--- src/rtl/alu_result_bcd_display.sv ---
// Shows the 8-bit ALU result in decimal on three active-low 7-segment digits.
// Binary to BCD is done serially with double-dabble, one bit per clock.
module alu_result_bcd_display #(
  parameter bit AUTO_UPDATE   = 1'b1,
  parameter bit BLANK_LEADING = 1'b1
) (
  input  logic       CLOCK_50,
  input  logic       rst,
  input  logic [7:0] result,
  input  logic       result_valid,
  output logic       busy,
  output logic       done,
  output logic [6:0] HEX0,
  output logic [6:0] HEX1,
  output logic [6:0] HEX2
);

  localparam logic [6:0] SEG_ZERO  = 7'b1000000;
  localparam logic [6:0] SEG_BLANK = 7'b1111111;
  localparam logic [6:0] LEAD_RST  = BLANK_LEADING ? SEG_BLANK : SEG_ZERO;

  typedef enum logic [1:0] {
    IDLE   = 2'd0,
    SHIFT  = 2'd1,
    UPDATE = 2'd2
  } state_t;

  state_t      state;
  logic [19:0] shift_reg;
  logic [2:0]  count;
  logic [7:0]  last;

  logic        start;
  logic [11:0] bcd_adj;
  logic [19:0] shift_next;
  logic [3:0]  hund;
  logic [3:0]  tens;
  logic [3:0]  ones;
  logic [6:0]  seg_hund;
  logic [6:0]  seg_tens;
  logic [6:0]  seg_ones;
  logic [6:0]  hex2_next;
  logic [6:0]  hex1_next;

  // In auto mode the compare is against the last converted value, so a change
  // that arrives while busy is picked up as soon as the FSM is back in IDLE.
  assign start = AUTO_UPDATE ? (result != last) : result_valid;

  function automatic logic [6:0] seg7(input logic [3:0] d);
    logic [6:0] s;
    case (d)
      4'd0:    s = 7'b1000000;
      4'd1:    s = 7'b1111001;
      4'd2:    s = 7'b0100100;
      4'd3:    s = 7'b0110000;
      4'd4:    s = 7'b0011001;
      4'd5:    s = 7'b0010010;
      4'd6:    s = 7'b0000010;
      4'd7:    s = 7'b1111000;
      4'd8:    s = 7'b0000000;
      4'd9:    s = 7'b0010000;
      default: s = 7'b1111111;
    endcase
    return s;
  endfunction

  // Add-3 correction on every BCD nibble before the shift.
  genvar gi;
  generate
    for (gi = 0; gi < 3; gi++) begin : g_dabble
      logic [3:0] nib;
      assign nib = shift_reg[8 + 4*gi +: 4];
      assign bcd_adj[4*gi +: 4] = (nib >= 4'd5) ? (nib + 4'd3) : nib;
    end
  endgenerate

  assign shift_next = {bcd_adj[10:0], shift_reg[7:0], 1'b0};

  assign hund = shift_reg[19:16];
  assign tens = shift_reg[15:12];
  assign ones = shift_reg[11:8];

  assign seg_hund = seg7(hund);
  assign seg_tens = seg7(tens);
  assign seg_ones = seg7(ones);

  always_comb begin
    hex2_next = seg_hund;
    hex1_next = seg_tens;
    if (BLANK_LEADING && (hund == 4'd0)) begin
      hex2_next = SEG_BLANK;
      if (tens == 4'd0) begin
        hex1_next = SEG_BLANK;
      end
    end
  end

  always_ff @(posedge CLOCK_50 or posedge rst) begin
    if (rst) begin
      state     <= IDLE;
      shift_reg <= '0;
      count     <= '0;
      last      <= '0;
      busy      <= 1'b0;
      done      <= 1'b0;
      HEX0      <= SEG_ZERO;
      HEX1      <= LEAD_RST;
      HEX2      <= LEAD_RST;
    end else begin
      done <= 1'b0;
      case (state)
        IDLE: begin
          if (start) begin
            shift_reg <= {12'd0, result};
            last      <= result;
            count     <= 3'd0;
            busy      <= 1'b1;
            state     <= SHIFT;
          end
        end
        SHIFT: begin
          shift_reg <= shift_next;
          count     <= count + 3'd1;
          if (count == 3'd7) begin
            state <= UPDATE;
          end
        end
        UPDATE: begin
          HEX2  <= hex2_next;
          HEX1  <= hex1_next;
          HEX0  <= seg_ones;
          done  <= 1'b1;
          busy  <= 1'b0;
          state <= IDLE;
        end
        default: begin
          state <= IDLE;
          busy  <= 1'b0;
        end
      endcase
    end
  end

endmodule

--- config.mk ---
export PLATFORM = sky130hd
export DESIGN_NAME = alu_result_bcd_display
export DESIGN_NICKNAME = d
export VERILOG_FILES = /design/src/rtl/alu_result_bcd_display.sv
export SDC_FILE = /design/constraint.sdc
export NUM_CORES = 1
export LEC_CHECK = 0
export ABC_AREA = 1
export BUFFER_PORTS_ARGS = -buffer_cell sky130_fd_sc_hd__buf_4
export CAP_MARGIN = 25
export CORE_MARGIN = 10
export CORE_UTILIZATION = 61
export CTS_CLUSTER_DIAMETER = 40
export DETAILED_ROUTE_END_ITERATION = 8
export HOLD_SLACK_MARGIN = 0.15
export PLACE_DENSITY = 0.83
export SYNTH_ARGS = -nofsm -noshare
export SYNTH_HDL_FRONTEND = slang
export SYNTH_SLANG_ARGS = --single-unit
--- constraint.sdc ---
create_clock -name CLOCK_50 -period 2.25 [get_ports CLOCK_50]
set_input_delay 0.225 -clock CLOCK_50 [delete_from_list [all_inputs] [get_ports CLOCK_50]]
set_output_delay 0.225 -clock CLOCK_50 [all_outputs]
set_load 0.02 [all_outputs]
# Word-level counts from Yosys, hierarchy flattened
# Memory sizes are Yosys's and may differ from the RTL's. A register that Yosys moved wholly into a read port is not among the register bits.
# Index checks and enable logic that the tools add are counted.
# totals
register_bits	49
latch_bits	0
ramBits	0
romBits	336
input_bits	11
out_inout_bits	23
elab_cells	49
n_memories	3
# memory_table
memory	depth	width	rd	rd_clocked_by_memory_dff	wr	line	source
(name not given)	16	7	1	1	0	51	case (d)
(name not given)	16	7	1	0	0	51	
(name not given)	16	7	1	0	0	51	
# classes
add_sub_neg	4
multipliers	0
n_div	0
magnitude_cmp	3
eq_ne	6
shift	0
muxes	16
bitwise	1
n_reduce_logical	8
# ops
cell	count
case mux 20 bit (2 select lines)	1
2-to-1 mux 7 bit	3
2-to-1 mux 20 bit	1
greater-or-equal comparator 4 x 3 -> 1 bit (second input constant)	3
adder 4 x 2 -> 4 bit (second input constant)	2
zero test 4 bit	2
2-to-1 mux 4 bit	2
inequality test 8 bit	1
AND reduction 2 bit	4
2-to-1 mux 3 bit	2
case mux 3 bit (2 select lines)	1
2-to-1 mux 2 bit	2
inequality test 2 bit (second input constant)	2
case mux 2 bit (2 select lines)	1
adder 3 x 1 -> 3 bit (second input constant)	1
adder 3 x 2 -> 3 bit (second input constant)	1
== test 3 bit (second input constant)	1
== test 2 x 1 -> 1 bit (second input constant)	1
== test 2 bit (second input constant)	1
zero test 2 bit	1
2-to-1 mux 1 bit	2
case mux 1 bit (2 select lines)	1
nonzero test 2 bit	1
inverter 1 bit	1

# Logic depth before layout (Yosys ltp)
# logic_depth
ltp_word	3
ltp_mapped	10
mapped_depth_nobuf	10

# Worst setup path after synthesis
# No wires, ideal clock.
# synth_timing
kind	flip-flop to flip-flop
startpoint	reg shift_reg[12]
endpoint	reg shift_reg[13]
setup_time_ps	118
arrival_ps	1325
required_time_ps	2132
slack_ps	807
path_stages_with_launch	9
n_path_buf	0
synth_period_minus_slack_ps	1443
cell_sequence	dfrtp_1 -> inv_1 -> ha_1 -> inv_1 -> nor2_1 -> o21ai_1 -> or2_2 -> nand3_1 -> nand2_1
# synth_between
elab_chain_cells	3
elab_cells_between_ends	4
classes_between	1 x add/sub; 1 x order compare; 2 x mux
# synth_rtl
item	line	source
start: declaration	29	logic [19:0] shift_reg;
start signal: assignment	114	shift_reg <= {12'd0, result};
start signal: assignment	122	shift_reg <= shift_next;
adder 4 x 2 -> 4 bit or greater-or-equal comparator 4 x 3 -> 1 bit (tied branches)	73	assign bcd_adj[4*gi +: 4] = (nib >= 4'd5) ? (nib + 4'd3) : nib;
2-to-1 mux 4 bit (*)	73	
case mux 20 bit (2 select lines) (*)	111	case (state)
# Every way passes the cells marked *; elsewhere a longest branch is shown, timed or not.
# A chain may end at the register's enable or synchronous reset.

# Final worst setup path
# Same ends and word-level chain as after synthesis.

==> out/qor.yml <==
design.core.area_um2: 4790
syn-instance-count: 372
cts_sinks: 56
largest_reg_flops: 20
total_power_mw: 5.20
cts_buffers: 5
finalSetupTns_ns: 0
dr.pass1.iters: 4
rrSetupSlack_ns: 0.64
p_comb_share_pct: 50.8
worst_skew_pair.late_latency_ns: 0.31
min_from: "result[1]"
fin_ws_ns: 0.639
clkPwrFrac_pct: 12.0
slew_violations: 0
fin_area_um2: 3420
p_leak_nw: 1.74
hold_viol: 0
max_freq_ghz: 0.621
p_seq_share_pct: 37.3
rows: 25
ys_warn_count: 0
clockBufferDepth: 2
rr_worst_depth: 8
start_util_pct: 64.0
hold_class: "primary input to flip-flop"
clock-root-buffer: "clkbuf_8"
clock-skew-final_ns: 0.00834
p_per_area_nw_per_um2: 1520
status: "complete, no violations"
min_period_ns: 1.61
vias_per_cell: 5.21
drc_errors: 0
grt_use_total_pct: 14.8
finalSetupViolCount: 0
critical_path.startpoint: "shift_reg[12]"
pre_cts_ws_ns: 0.654
nets: 431
post_cts_resized: 0
worst_pin_slew_ns: 0.363
synth_cell_type_count: 30
syn-num-nets: 400
die_area_um2: 8250
worstSetupEndpointType: "flip-flop"
ir_drop_mv: 0.752
crit_fanout: 6
critPathArrivalTime_ns: 1.82
wl_per_cell_um: 12.5
fill_cells: 397
die_height_um: 90.8
rsz0062_at_grt: "no"
placed_cell_area_um2: 3310
first_iter_violations: 135
power.internal_mw: 2.88
cts_htree_levels: 2
yosysSeqAreaShare_pct: 46.4
synth_area_um2: 3060
io_buffer_count: 32
utilization_pct: 71.6
tritoncts: "yes"
max_slew_margin_pct: 75.7
gp_congestion: 0.850
r2r-start: "shift_reg[12]"
antenna_cells: 0
dpl.hpwl_mm: 4.36
drive_gt1_share_pct: 19.3
drt_wl_total_mm: 5.89
critPathLaunchType: "flip-flop"
p_switching_mw: 2.32
io_pins: 34
grt_antenna_before_repair: 0
crit_required_ns: 2.46
syn2layout_area_growth_pct: 11.9
critPathKind: "flip-flop to flip-flop"
grt_max_degree: 28
fin_crit_sh_pct: 71.6
grt_pass1_vias: 2414
synth-seq-cells: 56
hold_depth: 3
switching_share_pct: 44.6
vias: 2453
overflow: 0
die_w_um: 90.8
clkSlewWorstSetupHoldPaths_ns: 0.10
cap_violations: 0
antenna_left: 0
syn_area_per_cell_um2: 8.23
cts_setup_buffers: 0
grt_pass1_wl_mm: 10.6
[power by group through the flow]
stage	Clock [mW]	Combinational (mW)	Sequential, mW
2_1_floorplan	0	1.87	2.07
3_3_place_gp	0	2.57	1.93
3_5_place_dp	0	2.65	1.96
4_1_cts	0.637	2.67	1.94
5_1_grt	0.683	3.03	2.02
6_report	0.622	2.64	1.94
[cell type report]
class	count	area [µm²]	area share, %
clock buffers	6	93.8	2.74
multi-input cells	256	1350	39.5
well taps	67	83.8	2.45
inverters	45	169	4.93
flip-flops and latches	56	1420	41.5
clock inverters	2	11.3	0.329
repair buffers	39	295	8.62
[path summary, 6_finish.rpt]
check                                 to
setup / recovery           shift_reg[13]
hold / removal                   last[1]
setup reg to reg           shift_reg[13]
hold reg to reg             shift_reg[8]
max in group asynchronous        HEX0[6]
min in group asynchronous        last[0]
[routing by layer]
layer | routed length, µm | track usage, % | up-vias
met3 | 267 | 3.41 | 7
met2 | 2980 | 25.9 | 38
li1 | - | - | 1262
met1 | 2580 | 17.7 | 1146
met4 | 65 | 4.31 | 0
met5 | 0 | 0 | -
[Yosys cell counts]
| master | instances | share of area [%] |
|---|---|---|
| nand2_4 | 1 | 0.37 |
| o221ai_1 | 1 | 0.29 |
| o22a_1 | 3 | 0.86 |
| a21oi_1 | 21 | 3.4 |
| dfstp_2 | 15 | 13 |
| xnor2_1 | 4 | 1.1 |
| inv_1 | 41 | 5.0 |
| ha_1 | 17 | 6.9 |
| nand4_1 | 2 | 0.41 |
| nand3_1 | 31 | 5.1 |
| or2_1 | 1 | 0.20 |
| o21ai_1 | 1 | 0.16 |
| dfrtp_1 | 41 | 34 |
| or2_2 | 3 | 0.61 |
| clkbuf_1 | 3 | 0.37 |
| o21ai_0 | 28 | 4.6 |
| o21a_2 | 1 | 0.29 |
| o21ai_2 | 2 | 0.57 |
| buf_6 | 8 | 2.9 |
| nor2_4 | 1 | 0.37 |
| a22oi_1 | 1 | 0.25 |
| nand2_1 | 88 | 11 |
| nand3b_1 | 1 | 0.25 |
| o211ai_1 | 6 | 1.5 |
| buf_2 | 4 | 0.65 |
| nor2_1 | 33 | 4.0 |
| nand2_2 | 2 | 0.41 |
| inv_2 | 4 | 0.49 |
| a31oi_1 | 6 | 1.2 |
| nor2_2 | 2 | 0.41 |
[layout by cell type (no fill, tap or decap), types with 6 or more instances in the layout]
master / synthesis / final
ha_1: 17 / 17
nand3_1: 31 / 31
o211ai_1: 6 / 6
dfrtp_1: 41 / 41
a31oi_1: 6 / 6
buf_4: 0 / 38
inv_1: 41 / 40
nor2_1: 33 / 33
dfstp_2: 15 / 15
o21ai_0: 28 / 28
nand2_1: 88 / 88
a21oi_1: 21 / 21
[logic make-up (layout without fill, tap and decap cells)]
family	count (synthesis)	after routing	synth area share [%]
DFF	56	56	46.4
adders and majority gates	17	17	6.95
and+or+nand+nor	165	165	22.9
AOI/OAI and AO/OA	70	70	13.1
buffers and inverters	60	92	9.48
xor gates and xnor gates	4	4	1.14
[timing repair]
item                                    CTS  global route
hold endpoints to repair                 11             0
endpoints found under the setup margin    0             0
hold buffers                              1             0
[worst max-delay path, stage by stage (launching register included)]
cell and delay, ns:
dfrtp_1 0.45, inv_1 0.17, ha_1 0.19, inv_1 0.05, nor2_1 0.12, o21ai_1 0.12, or2_2 0.29, nand3_1 0.07
nand2_1 0.05
[stage by stage]
stage | cells | hold slack (ns)
global placement | 462 | 0.189
finish | 471 | 0.191
detailed placement | 462 | 0.192
floorplan | 372 | 0.377
global route | 471 | 0.202
CTS | 471 | 0.183
(Power assumes the default switching activity.)
